`src/rtl/key_scan_ctrl_if.sv`:
```
// Keypad matrix bundle: row sense in, column drive and key events out.
interface key_scan_ctrl_if;
  logic [3:0] key_row;
  logic [3:0] key_col;
  logic [3:0] key_code;
  logic       key_valid;
  logic       key_down;

  // Scan controller side
  modport master (
    input  key_row,
    output key_col,
    output key_code,
    output key_valid,
    output key_down
  );

  // Keypad / event consumer side
  modport slave (
    output key_row,
    input  key_col,
    input  key_code,
    input  key_valid,
    input  key_down
  );
endinterface

```
`src/rtl/key_scan_ctrl.sv`:
```
// 4x4 keypad scanner: rotates one-hot column drive, samples synchronized rows at the end of
// each column dwell, debounces the per-scan key code and reports press pulses / held level.
module key_scan_ctrl #(
  parameter int unsigned SCAN_DIV       = 1000,
  parameter int unsigned DEBOUNCE_SCANS = 4
) (
  input  logic            HIGH_CLK,
  input  logic            nRST,
  key_scan_ctrl_if.master kbd_io
);

  localparam int unsigned     DivW     = $clog2(SCAN_DIV);
  localparam logic [DivW-1:0] DivLast  = DivW'(SCAN_DIV - 1);
  localparam logic [3:0]      DbTarget = 4'(DEBOUNCE_SCANS);

  typedef enum logic [1:0] {StIdle, StDebounce, StPressed, StRelease} state_e;

  logic [3:0]      row_meta_q, row_sync_q;
  logic [DivW-1:0] div_q, div_d;
  logic [1:0]      col_idx_q, col_idx_d;
  logic [3:0]      key_col_q, key_col_d;
  logic            acc_hit_q, acc_hit_d, acc_multi_q, acc_multi_d;
  logic [3:0]      acc_code_q, acc_code_d;
  state_e          state_q, state_d;
  logic [3:0]      cnt_q, cnt_d, cand_q, cand_d, key_code_q, key_code_d;
  logic            key_valid_q, key_valid_d;

  logic            sample_pt, scan_end;
  logic            row_hit, row_multi;
  logic [1:0]      row_idx;
  logic            col_hit, col_multi;
  logic [3:0]      col_code;
  logic            scan_none, scan_single;
  logic [3:0]      cnt_inc;

  assign sample_pt = (div_q == DivLast);
  assign scan_end  = sample_pt && (col_idx_q == 2'd3);

  // Current column's row sample folded into the running scan result
  assign row_hit   = |row_sync_q;
  assign row_multi = (row_sync_q & (row_sync_q - 4'd1)) != 4'd0;
  assign row_idx   = {row_sync_q[3] | row_sync_q[2], row_sync_q[3] | row_sync_q[1]};
  assign col_hit   = acc_hit_q | row_hit;
  assign col_multi = acc_multi_q | row_multi | (acc_hit_q & row_hit);
  assign col_code  = (row_hit && !acc_hit_q) ? {col_idx_q, row_idx} : acc_code_q;

  assign scan_none   = !col_hit;
  assign scan_single = col_hit && !col_multi;
  assign cnt_inc     = (cnt_q == 4'hF) ? 4'hF : cnt_q + 4'd1;

  // Dwell counter, column rotation and per-scan accumulator next state
  always_comb begin
    div_d      = sample_pt ? '0 : div_q + DivW'(1);
    col_idx_d  = sample_pt ? col_idx_q + 2'd1 : col_idx_q;
    key_col_d  = 4'b0001 << col_idx_d;
    acc_hit_d  = acc_hit_q;
    acc_multi_d = acc_multi_q;
    acc_code_d = acc_code_q;
    if (scan_end) begin
      acc_hit_d   = 1'b0;
      acc_multi_d = 1'b0;
      acc_code_d  = 4'd0;
    end else if (sample_pt) begin
      acc_hit_d   = col_hit;
      acc_multi_d = col_multi;
      acc_code_d  = col_code;
    end
  end

  // Debounce FSM next state, evaluated only on scan-end cycles
  always_comb begin
    state_d     = state_q;
    cnt_d       = cnt_q;
    cand_d      = cand_q;
    key_code_d  = key_code_q;
    key_valid_d = 1'b0;
    if (scan_end) begin
      unique case (state_q)
        StIdle: begin
          if (scan_single) begin
            cand_d = col_code;
            if (DbTarget <= 4'd1) begin
              state_d     = StPressed;
              key_code_d  = col_code;
              key_valid_d = 1'b1;
              cnt_d       = 4'd0;
            end else begin
              state_d = StDebounce;
              cnt_d   = 4'd1;
            end
          end
        end
        StDebounce: begin
          if (scan_single && (col_code == cand_q)) begin
            cnt_d = cnt_inc;
            if (cnt_inc >= DbTarget) begin
              state_d     = StPressed;
              key_code_d  = cand_q;
              key_valid_d = 1'b1;
              cnt_d       = 4'd0;
            end
          end else begin
            state_d = StIdle;
            cnt_d   = 4'd0;
          end
        end
        StPressed: begin
          // A second key while held is ignored; only a clean scan starts release
          if (scan_none) begin
            if (DbTarget <= 4'd1) begin
              state_d = StIdle;
              cnt_d   = 4'd0;
            end else begin
              state_d = StRelease;
              cnt_d   = 4'd1;
            end
          end
        end
        StRelease: begin
          if (scan_none) begin
            cnt_d = cnt_inc;
            if (cnt_inc >= DbTarget) begin
              state_d = StIdle;
              cnt_d   = 4'd0;
            end
          end else begin
            state_d = StPressed;
            cnt_d   = 4'd0;
          end
        end
        default: begin
          state_d = StIdle;
          cnt_d   = 4'd0;
        end
      endcase
    end
  end

  // Row synchronizer, scan sequencing and FSM registers
  always_ff @(posedge HIGH_CLK or negedge nRST) begin
    if (!nRST) begin
      row_meta_q  <= 4'd0;
      row_sync_q  <= 4'd0;
      div_q       <= '0;
      col_idx_q   <= 2'd0;
      key_col_q   <= 4'b0001;
      acc_hit_q   <= 1'b0;
      acc_multi_q <= 1'b0;
      acc_code_q  <= 4'd0;
      state_q     <= StIdle;
      cnt_q       <= 4'd0;
      cand_q      <= 4'd0;
      key_code_q  <= 4'd0;
      key_valid_q <= 1'b0;
    end else begin
      row_meta_q  <= kbd_io.key_row;
      row_sync_q  <= row_meta_q;
      div_q       <= div_d;
      col_idx_q   <= col_idx_d;
      key_col_q   <= key_col_d;
      acc_hit_q   <= acc_hit_d;
      acc_multi_q <= acc_multi_d;
      acc_code_q  <= acc_code_d;
      state_q     <= state_d;
      cnt_q       <= cnt_d;
      cand_q      <= cand_d;
      key_code_q  <= key_code_d;
      key_valid_q <= key_valid_d;
    end
  end

  assign kbd_io.key_col   = key_col_q;
  assign kbd_io.key_code  = key_code_q;
  assign kbd_io.key_valid = key_valid_q;
  assign kbd_io.key_down  = (state_q == StPressed) || (state_q == StRelease);

endmodule

```
`src/flat_wrapper.sv`:
```
// flat-port wrapper written by rule: the top's interface ports become plain ports
module key_scan_ctrl_flat 
#(
  parameter int unsigned SCAN_DIV       = 1000,
  parameter int unsigned DEBOUNCE_SCANS = 4
)
  (HIGH_CLK, nRST, kbd_io_key_row, kbd_io_key_col, kbd_io_key_code, kbd_io_key_valid, kbd_io_key_down);
  key_scan_ctrl_if kbd_io_i ();
  input  logic HIGH_CLK;
  input  logic nRST;
  input wire logic [$bits(kbd_io_i.key_row)-1:0] kbd_io_key_row;
  output wire logic [$bits(kbd_io_i.key_col)-1:0] kbd_io_key_col;
  output wire logic [$bits(kbd_io_i.key_code)-1:0] kbd_io_key_code;
  output wire logic [$bits(kbd_io_i.key_valid)-1:0] kbd_io_key_valid;
  output wire logic [$bits(kbd_io_i.key_down)-1:0] kbd_io_key_down;
  assign kbd_io_i.key_row = kbd_io_key_row;
  assign kbd_io_key_col = kbd_io_i.key_col;
  assign kbd_io_key_code = kbd_io_i.key_code;
  assign kbd_io_key_valid = kbd_io_i.key_valid;
  assign kbd_io_key_down = kbd_io_i.key_down;
  key_scan_ctrl #(.SCAN_DIV(SCAN_DIV), .DEBOUNCE_SCANS(DEBOUNCE_SCANS)) u_core (.HIGH_CLK(HIGH_CLK), .nRST(nRST), .kbd_io(kbd_io_i));
endmodule
```
`config.mk`:
```
export PLATFORM = sky130hd
export DESIGN_NAME = key_scan_ctrl_flat
export DESIGN_NICKNAME = d
export VERILOG_FILES = /design/src/rtl/key_scan_ctrl_if.sv /design/src/rtl/key_scan_ctrl.sv /design/src/flat_wrapper.sv
export SDC_FILE = /design/constraint.sdc
export NUM_CORES = 1
export LEC_CHECK = 0
export ABC_AREA = 0
export CAP_MARGIN = 20
export CORE_UTILIZATION = 55
export DETAILED_ROUTE_END_ITERATION = 10
export PLACE_DENSITY = 0.76
export SYNTH_ARGS = -nofsm -noshare
export SYNTH_HDL_FRONTEND = slang
export SYNTH_SLANG_ARGS = --single-unit
```
`constraint.sdc`:
```
create_clock -name HIGH_CLK -period 2.7 [get_ports HIGH_CLK]
set_input_delay 0.405 -clock HIGH_CLK [delete_from_list [all_inputs] [get_ports HIGH_CLK]]
set_output_delay 0.405 -clock HIGH_CLK [all_outputs]
set_load 0.02 [all_outputs]
```
# After elaboration in Yosys (flattened, before gate mapping)
# Cells that the tools add are included.
totals:
  regBits: 45
  inputBits: 6
  out_inout_bits: 10
  word_cells: 79
classes:
  mux: 27
  n_shift: 1
  reduce_logical: 15
  n_bitwise: 7
  n_eq_ne: 11
  n_lt_le_gt_ge: 1
  add_sub_neg: 4
ops:
  columns: ["cell", "count"]
  rows:
  - ["$mux W4", 9]
  - ["$pmux W4 S4", 1]
  - ["$mux W2", 7]
  - ["$add A10 B1 Y10 const B", 1]
  - ["$eq A10 B10 Y1 const B", 1]
  - ["$mux W10", 1]
  - ["$mux W1", 8]
  - ["$pmux W2 S4", 1]
  - ["$eq A2 B2 Y1 const B", 3]
  - ["$reduce_and A3 Y1", 2]
  - ["$or A1 B1 Y1", 5]
  - ["$reduce_and A5 Y1", 1]
  - ["$add A4 B1 Y4 const B", 1]
  - ["$and A4 B4 Y4", 1]
  - ["$eq A4 B4 Y1", 1]
  - ["$eq A4 B4 Y1 const B", 1]
  - ["$ge A4 B3 Y1 const B", 1]
  - ["$logic_and A1 B1 Y1", 4]
  - ["$reduce_and A4 Y1", 1]
  - ["$reduce_bool A4 Y1", 1]
  - ["$reduce_or A4 Y1", 1]
  - ["$shl A1 B2 Y4 const A", 1]
  - ["$sub A4 B1 Y4 const B", 1]
  - ["$ne A3 B1 Y1 const B", 1]
  - ["10 further kinds", 11]

# Logic depth before layout (Yosys ltp)
# Gate-level depths: netlist of run 1.
depth:
  word_depth: 11
  depth_mapped: 8
  depth_no_buf: 7

# Worst setup path before layout of run 1
# No wires, ideal clock.
synth_path:
  path_type: "flip-flop to flip-flop"
  start: "register u_core.row_sync_q[0]"
  end: "register u_core.cand_q[0]"
  path_stages_with_launch: 7
  arrival_ps: 2204
  setup_slack_ps: 372
  t_required_ps: 2575
  setup_time_ps: 125
  cell_sequence: "dfrtp_1 > or3_4 > or3b_4 > a311oi_4 > nand2_2 > nor2_1 > mux2_2"
synth_between:
  elab_chain_len: 8
  elab_cells_between_ends: 13
  classes_between: "1 x add/sub; 1 x mux; 5 x bitwise; 6 x reduce/logical"
synth_rtl:
  columns: ["element", "line", "rtl"]
  rows:
  - ["start: declaration", "key_scan_ctrl.sv:18", "logic [3:0] row_meta_q, row_sync_q;"]
  - ["start signal: assignment", "key_scan_ctrl.sv:157", "row_sync_q <= row_meta_q;"]
  - ["$sub A4 B1 Y4", "key_scan_ctrl.sv:41", "assign row_multi = (row_sync_q & (row_sync_q - 4'd1)) != 4'd0;"]
  - ["$and A4 B4 Y4", "key_scan_ctrl.sv:41", null]
  - ["$reduce_bool A4 Y1", "key_scan_ctrl.sv:41", null]
  - ["$or A1 B1 Y1 (2 in series)", "key_scan_ctrl.sv:44", "assign col_multi = acc_multi_q | row_multi | (acc_hit_q & row_hit);"]
  - ["$logic_not A1 Y1", "key_scan_ctrl.sv:48", "assign scan_single = col_hit && !col_multi;"]
  - ["$logic_and A1 B1 Y1", "key_scan_ctrl.sv:48", null]
  - ["$reduce_and A3 Y1 (no source line)", null, null]
  - ["end signal: assignment", "key_scan_ctrl.sv:166", "cand_q <= cand_d;"]
  - ["end: declaration", "key_scan_ctrl.sv:25", "logic [3:0] cnt_q, cnt_d, cand_q, cand_d, key_code_q, key_code_d;"]
# Several ways; a longest one is shown, not always the timed one.
# A chain may end at the register's enable or synchronous reset.

# Worst setup path in the final report of run 1
layout_path:
  start: "register u_core.row_sync_q[0]"
  end: "register u_core.cand_q[3]"
# The elaborated chain is that of the path after synthesis.

==> impl_metrics.env, run 1 <==
export IMPL_cp_max_fo=7
export IMPL_cts_made_buffers=5
export IMPL_synth_common_cells="44 x dfrtp_1, 24 x nor2_1, 18 x nand2_1"
export IMPL_yosysSeqAreaShare=0.539
export IMPL_clkLatencyLatePin_ns=0.29
export IMPL_top_layer="met4"
export IMPL_synthCells=194
export IMPL_placementRows=22
export IMPL_drv_cap=0
export IMPL_die_width_um=63.7
export IMPL_max_freq_mhz=400
export IMPL_yosysWarnings=0
export IMPL_path_clk_slew_ns=0.08
export IMPL_synth_most_common_cell="dfrtp_1"
export IMPL_synth_area_leaders="dfrtp_1 53%, nor2_1 4.3%, nand2_1 3.2%"
export IMPL_grt_max_degree=46
export IMPL_dr_pass1_iters=4
export IMPL_multi_input_area_sq_um=920
export IMPL_rsz0062_at_grt="no"
export IMPL_slew_headroom=0.368
export IMPL_end_kind="flop"
export IMPL_critPathKind="reg2reg"
export IMPL_async_reset_ff_frac=1.00
export IMPL_cts_resized_gates=0
export IMPL_pin_count=16
export IMPL_final_layout_size_suffix_gt1_frac=0.131
export IMPL_cts_hold_buffers=0
export IMPL_final_setup_tns_ns=0
export IMPL_synth_ff_type="dfrtp_1"
export IMPL_cts_tree="yes"
export IMPL_port_buffers=15
export IMPL_tightest_slew_ns=0.948
export IMPL_via_count=1467
export IMPL_yosysTopAreaCell="dfrtp_1"
export IMPL_ys_seq_elements=45
export IMPL_synth_nets=203
export IMPL_grt_usage=0.225
export IMPL_hpwl_um=2840
export IMPL_wl_met3_um=201
export IMPL_cts_setup_buffers=0
export IMPL_dieHeight_um=63.7
export IMPL_period_share=0.926
export IMPL_wl_per_cell_um=15.1
export IMPL_clock_sinks=45
export IMPL_cp_data_required_time_ns=2.88
export IMPL_placed_area_sq_um=2290
export IMPL_layout_nets=222
export IMPL_peakVddDrop_mv=0.538
export IMPL_fin_area_sq_um=2410
export IMPL_regArea_sq_um=1130
export IMPL_clockBufferDepth=2
export IMPL_wirelength_met1_um=1640
export IMPL_core_area_sq_um=3660
export IMPL_synth_edf_count=0
export IMPL_wl_met2_um=2050
export IMPL_min_period_ns=2.50
export IMPL_grt_pass1_wl_um=6670
export IMPL_route_detailed_drc=0
export IMPL_avgSynthCellArea_sq_um=10.8
export IMPL_viasPerCell=5.60
export IMPL_die_area_sq_um=4050
export IMPL_syn_area_sq_um=2090
export IMPL_synth_top_area_frac=0.526
export IMPL_wl_um=3950
export IMPL_initial_utilization=0.571
export IMPL_min_path_type="in2async"
export IMPL_worst_setup_path_start_kind="flop"
export IMPL_grt_pass1_vias=1513
export IMPL_status="finished, final reports clean"
export IMPL_hold_viol=0
export IMPL_cts_htree_levels=2
export IMPL_skew_ns=0.00982
export IMPL_syn_to_final_growth_pct=15.4
export IMPL_p_per_area_nw_per_um2=515
export IMPL_setup_viol=0
export IMPL_root_buffer="clkbuf_8"
export IMPL_detail_route_antenna_nets=0
export IMPL_antenna_found_initial=0
export IMPL_final_util=0.659
export IMPL_n_antenna_cell=0
export IMPL_synth_cell_types=41
export IMPL_slew_viol_final=0
export IMPL_nFillCells=279
export IMPL_p_leak_nw=1.12
export IMPL_overflow=0
export IMPL_cp_arrival_ns=2.68
export IMPL_dr_first_iter_drc_count=76
export IMPL_globalplace_congestion=0.820
==> layer usage <==
| metal | vias to the layer above | global-route usage |
|---|---|---|
| met1 | 711 | 0.260 |
| met3 | 4 | 0.0707 |
| met5 | - | 0 |
| met4 | 0 | 0.116 |
| li1 | 710 | - |
| met2 | 42 | 0.371 |
==> cells by family (layout without fill, tap and decap cells) <==
family / count (synthesis) / count (layout) / synth area share
buf+inv: 12 / 32 / 0.0215
mux: 11 / 11 / 0.0652
xor+xnor: 10 / 10 / 0.0419
flops: 45 / 45 / 0.539
simple gates: 71 / 71 / 0.174
fa+ha+maj: 3 / 3 / 0.0179
compound gates: 42 / 42 / 0.141
==> placed cells by master, fill, tap and decap left out, types with 2 or more instances in the layout <==
cell type	count
xnor2_1	5
a21oi_1	7
nor3_1	4
buf_4	2
nand3_1	6
a22oi_1	2
o31ai_1	4
nor2_1	24
clkbuf_8	6
xor2_1	5
and2_1	9
inv_1	7
o21bai_1	4
o22ai_1	3
mux2_4	4
o21a_1	2
clkdlybuf4s50_1	14
nand2_1	18
ha_1	3
mux2i_1	2
mux2_2	5
dfrtp_1	44
o21ai_0	11
==> stage by stage <==
| stage | hold WS [ns] | std cells | total power, mW | setup WS (ns) |
|---|---|---|---|---|
| after global routing | 0.332 | 262 | 1.29 | 0.0471 |
| final | 0.254 | 262 | 1.24 | 0.200 |
| after floorplan | 0.109 | 194 | 0.717 | 0.372 |
| after global placement | 0.333 | 254 | 0.739 | 0.310 |
| after CTS | 0.287 | 262 | 1.26 | 0.188 |
| after detailed placement | 0.335 | 254 | 0.741 | 0.223 |
==> report_power, final <==
group	internal, mW	leakage (nW)	switching (mW)
registers	0.679	0.592	0.00648
logic	0.0167	0.465	0.0245
clock network	0.301	0.0574	0.216
total	0.997	1.12	0.247
==> final cells by class <==
class                           instances  area share
Timing Repair Buffer                   17      0.0664
Tap cell                               48      0.0249
Multi-Input combinational cell        137       0.381
Clock buffer                            6      0.0342
Inverter                                7      0.0109
Sequential cell                        45       0.467
Clock inverter                          2      0.0156
==> worst paths after layout <==
kind | start | depth (start not counted) | slack, ns | endpoint
setup / recovery | u_core.row_sync_q[0]$_DFF_PN0_ | 6 | 0.20 | u_core.cand_q[3]$_DFFE_PN0P_
hold / removal | nRST | 1 | 0.25 | u_core.cnt_q[2]$_DFFE_PN0P_
setup reg to reg | u_core.row_sync_q[0]$_DFF_PN0_ | 6 | 0.20 | u_core.cand_q[3]$_DFFE_PN0P_
hold reg to reg | u_core.row_meta_q[0]$_DFF_PN0_ | 0 | 0.35 | u_core.row_sync_q[0]$_DFF_PN0_
max in group asynchronous | nRST | 1 | 1.85 | u_core.acc_code_q[2]$_DFFE_PN0P_
min in group HIGH_CLK | u_core.row_meta_q[0]$_DFF_PN0_ | 0 | 0.35 | u_core.row_sync_q[0]$_DFF_PN0_
==> critical path: stages, from the launching register on <==
cell and delay (ns):
dfrtp_1 0.44, or3_4 0.42, or3b_4 0.41, a311oi_4 0.35, nand2_2 0.09, nor2_1 0.29
mux2_2 0.38
==> sequential cells by signal (all words and copies together) (netlist names) <==
signal	count
u_core.col_idx_q	2
u_core.acc_multi_q	1
u_core.kbd_io.key_valid	1
u_core.cand_q	4
u_core.div_q	10
u_core.state_q	2
u_core.acc_hit_q	1
u_core.kbd_io.key_code	4
u_core.row_sync_q	4
u_core.kbd_io.key_col	4
u_core.row_meta_q	4
u_core.acc_code_q	4
u_core.cnt_q	4
Note: power is estimated with default switching activity, not from simulation.
==> run 2: changes to the inputs <==
--- a/config.mk
+++ b/config.mk
@@ -7,9 +7,10 @@
 export LEC_CHECK = 0
 export ABC_AREA = 0
 export CAP_MARGIN = 20
-export CORE_UTILIZATION = 55
+export CORE_UTILIZATION = 54
 export DETAILED_ROUTE_END_ITERATION = 10
-export PLACE_DENSITY = 0.76
+export PLACE_DENSITY = 0.75
 export SYNTH_ARGS = -nofsm -noshare
 export SYNTH_HDL_FRONTEND = slang
 export SYNTH_SLANG_ARGS = --single-unit
+export TNS_END_PERCENT = 30
==> impl_metrics.env, run 2 (same netlist as run 1, synthesis figures left out) <==
export IMPL_status="finished, final reports clean"
export IMPL_cts_made_buffers=5
export IMPL_setup_viol=0
export IMPL_final_setup_tns_ns=0
export IMPL_layout_nets=222
export IMPL_cp_top_family="simple AND/OR/NAND/NOR gates"
export IMPL_initial_utilization=0.567
export IMPL_die_area_sq_um=4130
export IMPL_cts_resized_gates=0
export IMPL_hold_viol=0
export IMPL_grt_pass1_vias=1533
export IMPL_pre_cts_slack_ns=0.202
export IMPL_grt_usage=0.213
export IMPL_r2r_start="u_core.row_sync_q[0]$_DFF_PN0_"
export IMPL_clkLatencyLatePin_ns=0.29
export IMPL_drv_cap=0
export IMPL_combPwrFrac=0.036
export IMPL_largest_reg_flops=10
export IMPL_end_kind="flop"
export IMPL_globalplace_congestion=0.858
export IMPL_via_count=1474
export IMPL_peakVddDrop_mv=0.382
export IMPL_crit_start="u_core.row_sync_q[0]$_DFF_PN0_"
export IMPL_hpwl_um=2770
export IMPL_cts_tree="yes"
export IMPL_pin_count=16
export IMPL_slew_viol_final=0
export IMPL_nFillCells=312
export IMPL_min_path_type="in2async"
export IMPL_cts_hold_buffers=0
export IMPL_cts_htree_levels=2
export IMPL_max_freq_mhz=403
export IMPL_path_cells="or3_4 > or3b_4 > a311oi_4 > nand2_2 > nor2_1 > mux2_2"
export IMPL_clock_sinks=45
export IMPL_clockBufferDepth=2
export IMPL_syn_to_final_growth_pct=13.6
export IMPL_critPathKind="reg2reg"
export IMPL_root_buffer="clkbuf_8"
export IMPL_cp_max_fo=7
export IMPL_path_clk_slew_ns=0.08
export IMPL_detail_route_antenna_nets=0
export IMPL_p_leak_nw=1.10
export IMPL_p_int_mw=0.875
export IMPL_rsz0062_at_grt="no"
export IMPL_core_area_sq_um=3690
export IMPL_registers_top_by_ff_count="u_core.div_q"
export IMPL_viasPerCell=5.63
export IMPL_tightest_slew_ns=0.951
export IMPL_worst_setup_path_start_kind="flop"
export IMPL_crit_slowest_cell="dfrtp_1"
export IMPL_n_antenna_cell=0
export IMPL_dr_pass1_iters=4
export IMPL_clkPwrFrac=0.347
export IMPL_route_detailed_drc=0
export IMPL_overflow=0
export IMPL_final_layout_size_suffix_gt1_frac=0.126
export IMPL_seqPwrFrac=0.617
export IMPL_final_common_cell="dfrtp_1"
export IMPL_antenna_found_initial=0
export IMPL_p_sw_mw=0.236
export IMPL_max_stage_delay_ns=0.44
export IMPL_p_per_area_nw_per_um2=468
export IMPL_layout_common_cells="44 x dfrtp_1, 24 x nor2_1, 18 x nand2_1, 14 x clkdlybuf4s50_1, 11 x o21ai_0"
export IMPL_skew_ns=0.00369
export IMPL_cp_arrival_ns=2.66
export IMPL_p_sw_frac=0.213
export IMPL_min_period_ns=2.48
export IMPL_grt_pass1_wl_um=6660
export IMPL_dieHeight_um=64.2
export IMPL_grt_max_degree=46
export IMPL_wl_per_cell_um=14.3
export IMPL_period_share=0.920
export IMPL_dr_first_iter_drc_count=90
export IMPL_setup_ws_ns=0.216
export IMPL_cp_data_required_time_ns=2.87
export IMPL_cts_setup_buffers=0
export IMPL_wl_um=3760
export IMPL_slew_headroom=0.366
export IMPL_placementRows=22
export IMPL_die_width_um=64.2
export IMPL_critPathBufInv=0
export IMPL_port_buffers=15
run 2: changes by cell type in the layout (fill, tap and decap cells not counted):
| cell | previous run | this run |
|---|---|---|
| clkinv_2 | 0 | 2 |
| clkbuf_8 | 6 | 5 |
| clkbuf_1 | 0 | 1 |
| bufinv_16 | 1 | 0 |
| clkinvlp_4 | 1 | 0 |
run 2: per-stage QoR:
stage                     std cells  cell area [sq um]  hold slack (ns)  total power [mW]   util
final                           262               2380            0.259              1.11  0.644
after global routing            262               2380            0.333              1.16  0.644
after CTS                       262               2380            0.281              1.13  0.644
after detailed placement        254               2290            0.336             0.740  0.622
after global placement          254               2290            0.333             0.738  0.622
after floorplan                 194               2090            0.109             0.717      -
run 2: layout make-up:
cell class | instances | area [sq um] | area share
repair buffers | 17 | 160 | 0.0674
flip-flops and latches | 45 | 1130 | 0.474
well taps | 48 | 60.1 | 0.0253
multi-input cells | 137 | 920 | 0.387
clock inverters | 2 | 10.0 | 0.00421
clock buffers | 6 | 72.6 | 0.0305
inverters | 7 | 26.3 | 0.0111
run 2: path summary, 6_finish.rpt:
check	cells past startpoint	to	slack, ns
min reg2reg	0	u_core.row_sync_q[2]$_DFF_PN0_	0.35
min in group HIGH_CLK	0	u_core.row_sync_q[2]$_DFF_PN0_	0.35
max in group asynchronous	1	u_core.row_meta_q[2]$_DFF_PN0_	1.85
min	1	u_core.div_q[7]$_DFF_PN0_	0.26
max	6	u_core.cand_q[2]$_DFFE_PN0P_	0.22
max reg2reg	6	u_core.cand_q[2]$_DFFE_PN0P_	0.22
run 2: power by group through the flow:
stage | combinational (mW) | clock, mW | sequential (mW)
6_report | 0.0405 | 0.385 | 0.686
5_1_grt | 0.0462 | 0.429 | 0.687
4_1_cts | 0.0415 | 0.404 | 0.685
3_5_place_dp | 0.0415 | 0 | 0.699
3_3_place_gp | 0.0404 | 0 | 0.698
2_1_floorplan | 0.0190 | 0 | 0.698
run 2: per-layer routing:
| metal | vias to the layer above | global-route usage | wire length [um] |
|---|---|---|---|
| met5 | - | 0 | 0 |
| met4 | 0 | 0.0972 | 61 |
| met3 | 7 | 0.0554 | 132 |
| met2 | 23 | 0.361 | 1940 |
| met1 | 724 | 0.252 | 1630 |
| li1 | 720 | - | - |
